[config.mk]
export PLATFORM = sky130hd
export DESIGN_NAME = mem_arbiter_flat
export DESIGN_NICKNAME = d
export VERILOG_FILES = /design/src/rtl/mem_arbiter_pkg.sv /design/src/rtl/mem_arbiter_if.sv /design/src/rtl/mem_arbiter_port.sv /design/src/rtl/mem_arbiter.sv /design/src/flat_wrapper.sv
export SDC_FILE = /design/constraint.sdc
export NUM_CORES = 1
export LEC_CHECK = 0
export BUFFER_PORTS_ARGS = -buffer_cell sky130_fd_sc_hd__buf_2
export CORE_UTILIZATION = 35
export CTS_BUF_LIST = sky130_fd_sc_hd__clkbuf_8
export CTS_CLUSTER_SIZE = 12
export DETAILED_ROUTE_END_ITERATION = 16
export MAX_ROUTING_LAYER = met4
export PLACE_DENSITY_LB_ADDON = 0.15
export SETUP_SLACK_MARGIN = 0.5
export SYNTH_ARGS = -nofsm -noshare
export SYNTH_HDL_FRONTEND = slang
export SYNTH_HIERARCHICAL = 1
export SYNTH_SLANG_ARGS = --single-unit
[constraint.sdc]
create_clock -name clk -period 2.1 [get_ports clk]
set_input_delay 0.21 -clock clk [delete_from_list [all_inputs] [get_ports clk]]
set_output_delay 0.21 -clock clk [all_outputs]
set_load 0.01 [all_outputs]
[src/rtl/mem_arbiter_pkg.sv]
// mem_arb_pkg: shared types for the two-port memory arbiter.
//   port_state_t : per-port request FSM (IDLE/PEND/BUSY/HOLD)
//   mem_state_t  : memory-side FSM (M_IDLE/M_ACCESS)
//   op_t         : latched operation (OP_READ/OP_WRITE)
//   PORT0/PORT1  : port index constants used for grant bookkeeping
//   rr_pick()    : round-robin choice between the two pending ports
package mem_arb_pkg;

  typedef enum logic [1:0] {
    IDLE = 2'd0,
    PEND = 2'd1,
    BUSY = 2'd2,
    HOLD = 2'd3
  } port_state_t;

  typedef enum logic {
    M_IDLE   = 1'b0,
    M_ACCESS = 1'b1
  } mem_state_t;

  typedef enum logic {
    OP_READ  = 1'b0,
    OP_WRITE = 1'b1
  } op_t;

  localparam logic PORT0 = 1'b0;
  localparam logic PORT1 = 1'b1;

  // On a tie the port that did not win last time gets the grant; a lone
  // pending port always wins regardless of history.
  function automatic logic rr_pick(input logic pend0, input logic pend1,
                                   input logic last_grant);
    logic pick;
    if (pend0 && pend1) begin
      pick = (last_grant == PORT0) ? PORT1 : PORT0;
    end else if (pend1) begin
      pick = PORT1;
    end else begin
      pick = PORT0;
    end
    return pick;
  endfunction

endpackage

[src/rtl/mem_arbiter_if.sv]
// mem_arb_if: byte-wide memory handshake bundle, used both between a
// requester and the arbiter and between the arbiter and the memory.
//   addr, data_in, read_en, write_en : master -> slave (request, write data)
//   data_out, ready, err             : slave -> master (read data, completion)
// modport master: the side that issues requests.
// modport slave : the side that services them.
interface mem_arb_if #(
  parameter int ADDR_W = 32,
  parameter int DATA_W = 8
);

  logic [ADDR_W-1:0] addr;
  logic [DATA_W-1:0] data_in;
  logic              read_en;
  logic              write_en;
  logic [DATA_W-1:0] data_out;
  logic              ready;
  logic              err;

  modport master (
    output addr, data_in, read_en, write_en,
    input  data_out, ready, err
  );

  modport slave (
    input  addr, data_in, read_en, write_en,
    output data_out, ready, err
  );

endinterface

[src/rtl/mem_arbiter_port.sv]
// mem_arb_port: one requester port of the arbiter.
// Holds a one-entry request latch, the IDLE/PEND/BUSY/HOLD FSM and the
// registered ready / data_out / err outputs seen by the requester.
// Ports:
//   clk, rst    : clock, asynchronous active-high reset
//   req         : requester-facing handshake (slave side)
//   grant       : arbiter picks this port this cycle (only while PEND)
//   done        : the in-flight memory access for this port finishes
//   done_err    : the finishing access was aborted by the watchdog
//   mem_rdata   : memory read data, captured on a successful read
//   pending     : port is waiting for a grant
//   lat_addr/lat_data/lat_op : latched request presented to the arbiter
module mem_arb_port
  import mem_arb_pkg::*;
#(
  parameter int ADDR_W = 32,
  parameter int DATA_W = 8
) (
  input  logic              clk,
  input  logic              rst,
  mem_arb_if.slave          req,
  input  logic              grant,
  input  logic              done,
  input  logic              done_err,
  input  logic [DATA_W-1:0] mem_rdata,
  output logic              pending,
  output logic [ADDR_W-1:0] lat_addr,
  output logic [DATA_W-1:0] lat_data,
  output op_t               lat_op
);

  port_state_t       state;
  port_state_t       next_state;
  logic              capture;
  logic              complete;
  logic              ready_q;
  logic              err_q;
  logic [DATA_W-1:0] data_out_q;

  // Enables only matter in IDLE; PEND/BUSY/HOLD ignore them so a requester
  // still holding its enable after ready never causes a second access.
  assign capture  = (state == IDLE) && (req.read_en || req.write_en);
  assign complete = (state == BUSY) && done;
  assign pending  = (state == PEND);

  always_ff @(posedge clk or posedge rst) begin
    if (rst) begin
      state <= IDLE;
    end else begin
      state <= next_state;
    end
  end

  always_comb begin
    next_state = state;
    case (state)
      IDLE: if (capture)  next_state = PEND;
      PEND: if (grant)    next_state = BUSY;
      BUSY: if (complete) next_state = HOLD;
      HOLD:               next_state = IDLE;
      default:            next_state = IDLE;
    endcase
  end

  // Write wins when both enables are high.
  always_ff @(posedge clk or posedge rst) begin
    if (rst) begin
      lat_addr <= '0;
      lat_data <= '0;
      lat_op   <= OP_READ;
    end else if (capture) begin
      lat_addr <= req.addr;
      lat_data <= req.data_in;
      lat_op   <= req.write_en ? OP_WRITE : OP_READ;
    end
  end

  // ready/err last exactly the HOLD cycle; data_out is only refreshed by a
  // read that really completed, so an aborted access leaves it untouched.
  always_ff @(posedge clk or posedge rst) begin
    if (rst) begin
      ready_q    <= 1'b0;
      err_q      <= 1'b0;
      data_out_q <= '0;
    end else if (complete) begin
      ready_q <= 1'b1;
      err_q   <= done_err;
      if (!done_err && (lat_op == OP_READ)) begin
        data_out_q <= mem_rdata;
      end
    end else if (state == HOLD) begin
      ready_q <= 1'b0;
      err_q   <= 1'b0;
    end
  end

  assign req.ready    = ready_q;
  assign req.err      = err_q;
  assign req.data_out = data_out_q;

endmodule

[src/rtl/mem_arbiter.sv]
// mem_arbiter: shares one byte-wide memory between two requesters
// (port 0: cpu core, port 1: loader/debug) with a round-robin grant.
// Ports:
//   clk, rst : clock, asynchronous active-high reset
//   p0, p1   : requester handshakes (slave side of mem_arb_if)
//   mem      : memory handshake (master side of mem_arb_if)
// Optional feature: define MEM_ARB_TIMEOUT_EN to enable a watchdog that
// aborts an access after TIMEOUT_CYCLES cycles without mem.ready and
// completes the port with err=1. Without it, err stays 0 and an access
// waits for mem.ready indefinitely.
module mem_arbiter
  import mem_arb_pkg::*;
#(
  parameter int ADDR_W         = 32,
  parameter int DATA_W         = 8,
  parameter int TIMEOUT_CYCLES = 255
) (
  input  logic      clk,
  input  logic      rst,
  mem_arb_if.slave  p0,
  mem_arb_if.slave  p1,
  mem_arb_if.master mem
);

  mem_state_t        m_state;
  mem_state_t        m_next;
  logic              last_grant;
  logic              grant_valid;
  logic              grant_sel;
  logic              access_end;
  logic              timeout;

  logic              p0_pend;
  logic              p1_pend;
  logic [ADDR_W-1:0] p0_lat_addr;
  logic [ADDR_W-1:0] p1_lat_addr;
  logic [DATA_W-1:0] p0_lat_data;
  logic [DATA_W-1:0] p1_lat_data;
  op_t               p0_lat_op;
  op_t               p1_lat_op;
  op_t               sel_op;

  logic [ADDR_W-1:0] mem_addr_q;
  logic [DATA_W-1:0] mem_wdata_q;
  logic              mem_rd_q;
  logic              mem_wr_q;

  mem_arb_port #(.ADDR_W(ADDR_W), .DATA_W(DATA_W)) u_port0 (
    .clk       (clk),
    .rst       (rst),
    .req       (p0),
    .grant     (grant_valid && (grant_sel == PORT0)),
    .done      (access_end && (last_grant == PORT0)),
    .done_err  (timeout),
    .mem_rdata (mem.data_out),
    .pending   (p0_pend),
    .lat_addr  (p0_lat_addr),
    .lat_data  (p0_lat_data),
    .lat_op    (p0_lat_op)
  );

  mem_arb_port #(.ADDR_W(ADDR_W), .DATA_W(DATA_W)) u_port1 (
    .clk       (clk),
    .rst       (rst),
    .req       (p1),
    .grant     (grant_valid && (grant_sel == PORT1)),
    .done      (access_end && (last_grant == PORT1)),
    .done_err  (timeout),
    .mem_rdata (mem.data_out),
    .pending   (p1_pend),
    .lat_addr  (p1_lat_addr),
    .lat_data  (p1_lat_data),
    .lat_op    (p1_lat_op)
  );

  // Grants are only issued from M_IDLE, which guarantees one idle cycle
  // between consecutive accesses. last_grant doubles as the owner of the
  // access in flight, so it also routes the completion.
  assign grant_valid = (m_state == M_IDLE) && (p0_pend || p1_pend);
  assign grant_sel   = rr_pick(p0_pend, p1_pend, last_grant);
  assign sel_op      = (grant_sel == PORT1) ? p1_lat_op : p0_lat_op;
  assign access_end  = (m_state == M_ACCESS) && (mem.ready || timeout);

`ifdef MEM_ARB_TIMEOUT_EN
  localparam int CNT_W = $clog2(TIMEOUT_CYCLES + 1);

  logic [CNT_W-1:0] wd_cnt;

  // The counter equals the number of M_ACCESS edges already passed, so a
  // hit at TIMEOUT_CYCLES-1 ends the strobe after exactly TIMEOUT_CYCLES
  // cycles. A real mem.ready on the same edge takes precedence.
  assign timeout = (m_state == M_ACCESS) && !mem.ready &&
                   (wd_cnt == CNT_W'(TIMEOUT_CYCLES - 1));

  always_ff @(posedge clk or posedge rst) begin
    if (rst) begin
      wd_cnt <= '0;
    end else if ((m_state == M_ACCESS) && !access_end) begin
      wd_cnt <= wd_cnt + 1'b1;
    end else begin
      wd_cnt <= '0;
    end
  end
`else
  assign timeout = 1'b0;
`endif

  always_ff @(posedge clk or posedge rst) begin
    if (rst) begin
      m_state <= M_IDLE;
    end else begin
      m_state <= m_next;
    end
  end

  // mem.ready seen in M_IDLE has no effect.
  always_comb begin
    m_next = m_state;
    case (m_state)
      M_IDLE:   if (grant_valid) m_next = M_ACCESS;
      M_ACCESS: if (access_end)  m_next = M_IDLE;
      default:                   m_next = M_IDLE;
    endcase
  end

  // Memory outputs are registered so the strobes rise on the grant edge and
  // fall on the completion edge; the bus returns to all-zero when idle.
  always_ff @(posedge clk or posedge rst) begin
    if (rst) begin
      mem_addr_q  <= '0;
      mem_wdata_q <= '0;
      mem_rd_q    <= 1'b0;
      mem_wr_q    <= 1'b0;
      last_grant  <= PORT1;
    end else if (grant_valid) begin
      last_grant  <= grant_sel;
      mem_addr_q  <= (grant_sel == PORT1) ? p1_lat_addr : p0_lat_addr;
      mem_wdata_q <= (grant_sel == PORT1) ? p1_lat_data : p0_lat_data;
      mem_rd_q    <= (sel_op == OP_READ);
      mem_wr_q    <= (sel_op == OP_WRITE);
    end else if (access_end) begin
      mem_addr_q  <= '0;
      mem_wdata_q <= '0;
      mem_rd_q    <= 1'b0;
      mem_wr_q    <= 1'b0;
    end
  end

  assign mem.addr     = mem_addr_q;
  assign mem.data_in  = mem_wdata_q;
  assign mem.read_en  = mem_rd_q;
  assign mem.write_en = mem_wr_q;

endmodule

[src/flat_wrapper.sv]
// flat-port wrapper written by rule: the top's interface ports become plain ports
module mem_arbiter_flat import mem_arb_pkg::*;
#(
  parameter int ADDR_W         = 32,
  parameter int DATA_W         = 8,
  parameter int TIMEOUT_CYCLES = 255
)
  (clk, rst, p0_addr, p0_data_in, p0_read_en, p0_write_en, p0_data_out, p0_ready, p0_err, p1_addr, p1_data_in, p1_read_en, p1_write_en, p1_data_out, p1_ready, p1_err, mem_addr, mem_data_in, mem_read_en, mem_write_en, mem_data_out, mem_ready, mem_err);
  mem_arb_if #(.ADDR_W(ADDR_W), .DATA_W(DATA_W)) p0_i ();
  mem_arb_if #(.ADDR_W(ADDR_W), .DATA_W(DATA_W)) p1_i ();
  mem_arb_if #(.ADDR_W(ADDR_W), .DATA_W(DATA_W)) mem_i ();
  input  logic clk;
  input  logic rst;
  input wire logic [$bits(p0_i.addr)-1:0] p0_addr;
  input wire logic [$bits(p0_i.data_in)-1:0] p0_data_in;
  input wire logic [$bits(p0_i.read_en)-1:0] p0_read_en;
  input wire logic [$bits(p0_i.write_en)-1:0] p0_write_en;
  output wire logic [$bits(p0_i.data_out)-1:0] p0_data_out;
  output wire logic [$bits(p0_i.ready)-1:0] p0_ready;
  output wire logic [$bits(p0_i.err)-1:0] p0_err;
  input wire logic [$bits(p1_i.addr)-1:0] p1_addr;
  input wire logic [$bits(p1_i.data_in)-1:0] p1_data_in;
  input wire logic [$bits(p1_i.read_en)-1:0] p1_read_en;
  input wire logic [$bits(p1_i.write_en)-1:0] p1_write_en;
  output wire logic [$bits(p1_i.data_out)-1:0] p1_data_out;
  output wire logic [$bits(p1_i.ready)-1:0] p1_ready;
  output wire logic [$bits(p1_i.err)-1:0] p1_err;
  output wire logic [$bits(mem_i.addr)-1:0] mem_addr;
  output wire logic [$bits(mem_i.data_in)-1:0] mem_data_in;
  output wire logic [$bits(mem_i.read_en)-1:0] mem_read_en;
  output wire logic [$bits(mem_i.write_en)-1:0] mem_write_en;
  input wire logic [$bits(mem_i.data_out)-1:0] mem_data_out;
  input wire logic [$bits(mem_i.ready)-1:0] mem_ready;
  input wire logic [$bits(mem_i.err)-1:0] mem_err;
  assign p0_i.addr = p0_addr;
  assign p0_i.data_in = p0_data_in;
  assign p0_i.read_en = p0_read_en;
  assign p0_i.write_en = p0_write_en;
  assign p0_data_out = p0_i.data_out;
  assign p0_ready = p0_i.ready;
  assign p0_err = p0_i.err;
  assign p1_i.addr = p1_addr;
  assign p1_i.data_in = p1_data_in;
  assign p1_i.read_en = p1_read_en;
  assign p1_i.write_en = p1_write_en;
  assign p1_data_out = p1_i.data_out;
  assign p1_ready = p1_i.ready;
  assign p1_err = p1_i.err;
  assign mem_addr = mem_i.addr;
  assign mem_data_in = mem_i.data_in;
  assign mem_read_en = mem_i.read_en;
  assign mem_write_en = mem_i.write_en;
  assign mem_i.data_out = mem_data_out;
  assign mem_i.ready = mem_ready;
  assign mem_i.err = mem_err;
  mem_arbiter #(.ADDR_W(ADDR_W), .DATA_W(DATA_W), .TIMEOUT_CYCLES(TIMEOUT_CYCLES)) u_core (.clk(clk), .rst(rst), .p0(p0_i), .p1(p1_i), .mem(mem_i));
endmodule
==> results.ini <==
[placed_design]
place.gp.congestion = 0.7482
place.detailed.instances = 828
port_buffers = 156
dp_hpwl_mm = 10.80
place_ws_ns = 0.1363

[logic_synthesis]
yosysWarningCount = 6
synthesis.area_sq_um = 6427
synthesis.area_per_instance_sq_um = 14.28
post_synth_mux_area_share = 0.2063
netlist.top_cell.by_area = dfrtp_1
sequential_fraction_of_the_synthesis_area = 0.5842
synthesized_area_fraction_occupied_by_ao_oa_aoi_and_oai_cells = 0.1004
yosys.area_share.simple = 0.05198
ys_seq_elements = 150
synth.area.top_cells = dfrtp_1, mux2_2, a221o_1
main_combinational_cell_family_by_area_after_synthesis = multiplexers
synth-xor-area-share = 0
post_synth_inst_count = 450
post_synth_num_cell_types = 33
synth_top_area_frac = 0.5801
synth-adder-area-share = 0.01947

[flow_run]
drv.max_cap_violation_count = 0

[sta]
final.hold.worst_slack_ns = 0.2162
final_hold_viol_count = 0
finalMaxSlewViolations = 0
tightestPinTransition_ns = 0.5755
finalSetupTns_ns = 0
finalSetupViolCount = 0
period_needed_ns = 1.813
slew-limit-headroom = 0.6158
post-route-period-util = 0.8635
grt_setup_unrepaired = yes
fmax_mhz = 551.5
postLayoutSetupSlackWorst_ns = 0.2866
finalClockSkew_ns = 0.01648

[worst_hold_path]
hold_depth = 4
hold_path_end = u_core/mem.write_en
hold_path.startpoint = mem_ready
hp-class = in2reg

[power_and_ir_drop]
fin_total_pwr_uw = 13910
static-leakage-power_uw = 0.004776
power_density_nw_per_um2 = 1427
power.ir.vdd_worst_v = 0.0006508

[routing]
vias = 5028
avgViaCountPerCell = 5.033
final_antenna_net_count = 0
drtPass1Iterations = 4
number_of_design_rule_violations_left_by_the_first_detailed_router_iteration = 216
remaining_design_rule_violation_count = 0
wl_per_cell_um = 18.94
drt-total-wl_mm = 18.92

[worst_setup_path]
critPathKind = reg2reg
timing.critical_path.to_type = flip-flop
critPathTopFamily = compound AO/OA/AOI/OAI gates
crit_fanout = 7
cp_data_arrival_time_ns = 2.15
crit_path_frequent_cell = buf_12
critPathLaunchType = flip-flop
worst_r2r_startpoint = u_core/u_port0/state[1]
regToRegEndpoint = u_core/mem.addr[14]
critPathBufInv = 3
worst_path_max_delay_cell = dfrtp_1
reg2reg_slack_ns = 0.29
critical_path.cell_chain = inv_2 > ha_4 > buf_12 > buf_12 > mux2_4 > a22o_1 > a221o_1
crit_path_max_cell_delay_ns = 0.40
worst_r2r_path_depth = 7
cp.required_ns = 2.44

[final_layout]
finish.net_count = 863
antenna_cells_inserted = 0
fill_cells = 1530
drive_above_1_share = 0.5117
layout.cells.non_filler = 999
area_growth_from_synthesis_to_final_layout_pct = 51.68

[floorplanning]
fp.dieW_um = 137.5
floorplan.die_area_sq_um = 18910
initial_core_util = 0.3578
core_region_area_sq_um = 17960
floorplan.rows = 49
chipHeight_um = 137.5
ioPinCount = 158

[global_route]
grt_start_max_net_pins = 35
groute.usage.overall = 0.2119
first_global_vias = 5378
grt_first_pass_wirelength_mm = 28.52
number_of_antenna_violations_at_the_first_check_in_global_routing = 0
grt_overflow_total = 0

[cts]
clkSlewWorstSetupHoldPaths_ns = 0.08
clk_root_buffer_cell = clkbuf_8
cts_tree = built
htree_levels = 4
cts_made_buffers = 17
sink_count = 150
clock_tree.buffer_depth = 2
worstSkewPairLatency_ns = 0.46

[run_status]
status = finished clean

## layer usage
metal	vias up	GRT usage	routed length [um]
met5	-	-	0
met4	0	0.08669	338
met3	27	0.05335	945
met2	136	0.3501	9427
met1	2583	0.2452	8212
li1	2282	-	-
## metrics by stage
stage / utilization / instance area (sq um)
5_1_grt: 0.5427 / 9749
2_1_floorplan: - / 6564
3_5_place_dp: 0.4257 / 7647
4_1_cts: 0.5321 / 9558
6_report: 0.5427 / 9749
3_3_place_gp: 0.4257 / 7647
## placed cells by master, fill, tap and decap left out, types with 6 or more instances in the layout
master | Yosys | layout
buf_4 | 8 | 29
inv_1 | 16 | 9
buf_2 | 7 | 156
inv_2 | 0 | 8
buf_16 | 0 | 6
clkbuf_8 | 0 | 19
nor2_1 | 7 | 6
dlygate4sd3_1 | 0 | 92
dfrtp_1 | 149 | 148
a221o_1 | 40 | 40
buf_12 | 0 | 16
mux2_2 | 111 | 88
a22o_1 | 19 | 19
buf_6 | 5 | 10
mux2_4 | 0 | 26
nand2_1 | 12 | 10
and3_1 | 24 | 23
## cells in the mapped netlist
master     number
a21oi_1         2
a221o_1        40
a222oi_1        2
a22o_1         19
a2bb2oi_1       1
a32o_1          1
and2_1          1
and2b_1         1
and3_1         24
buf_2           7
buf_4           8
buf_6           5
clkbuf_1        7
conb_1          1
dfrtp_1       149
dfstp_2         1
ha_1           10
inv_1          16
mux2_1          5
mux2_2        111
mux2i_1         2
nand2_1        12
nand2b_1        1
nand3_1         2
nand3b_1        2
nor2_1          7
nor2_2          1
nor2b_1         2
nor3_2          1
nor3_4          2
o21ai_0         4
o21ai_1         2
or2_1           1
## flip-flops by register name, summed over array words and instances, names as in the netlist, 2 cells and up
name and count:
u_core/u_port0/lat_data 8, u_core/u_port1/state 2, u_core/mem.addr 32, u_core/u_port0/req.data_out 8, u_core/u_port1/lat_addr 32, u_core/u_port1/req.data_out 8
u_core/u_port0/state 2, u_core/u_port1/lat_data 8, u_core/u_port0/lat_addr 32, u_core/mem.data_in 8
## layout make-up
cell class	count	area, sq um	share of cell area
Clock buffer	19	261.5	0.02682
Clock inverter	13	130.1	0.01335
Inverter	16	65.06	0.006674
Multi-Input combinational cell	260	2658	0.2726
Sequential cell	150	3756	0.3853
Tap cell	229	286.5	0.02939
Timing Repair Buffer	312	2592	0.2659
## kinds of logic after synthesis
family,Yosys count
adder cells (fa/ha/maj),10
flip-flops,150
AO/OA/AOI/OAI,71
AND/OR/NAND/NOR,57
buffers and inverters,43
other,1
multiplexers,118
## repair_timing
item                                    4_1_cts  5_1_grt
cloned                                        6        4
endpoints found under the setup margin      132      131
gates resized for setup                      35       11
setup buffers                                30        7
hold buffers                                 92        0
endpoints found under the hold margin       151        0
pin swaps                                     6        8
## worst reg2reg max path, cell delays in order (launching register included)
cell and delay [ns]:
dfrtp_1 0.40, inv_2 0.08, ha_4 0.20, buf_12 0.15, buf_12 0.13, mux2_4 0.30, a22o_1 0.19, a221o_1 0.27
## worst max-delay path by stage
stage	from	endpoint	slack (ns)	cells past startpoint
floorplan	u_core/u_port1/state[1]	u_core/u_port1/state[1]	0.06	9
global placement	u_core/u_port0/state[1]	u_core/mem.addr[5]	0.20	7
detailed placement	u_core/m_state	u_core/u_port0/req.data_out[7]	0.14	5
CTS	u_core/u_port0/state[1]	u_core/mem.addr[14]	0.30	7
global route	u_core/u_port0/state[1]	u_core/mem.addr[10]	0.23	7
finish	u_core/u_port0/state[1]	u_core/mem.addr[14]	0.29	7
## power by group
group	switching [uW]	total, uW	internal (uW)
sequential	788	5000	4210
combinational	2730	6680	3950
clock	1130	2240	1110
(Power assumes the default switching activity.)
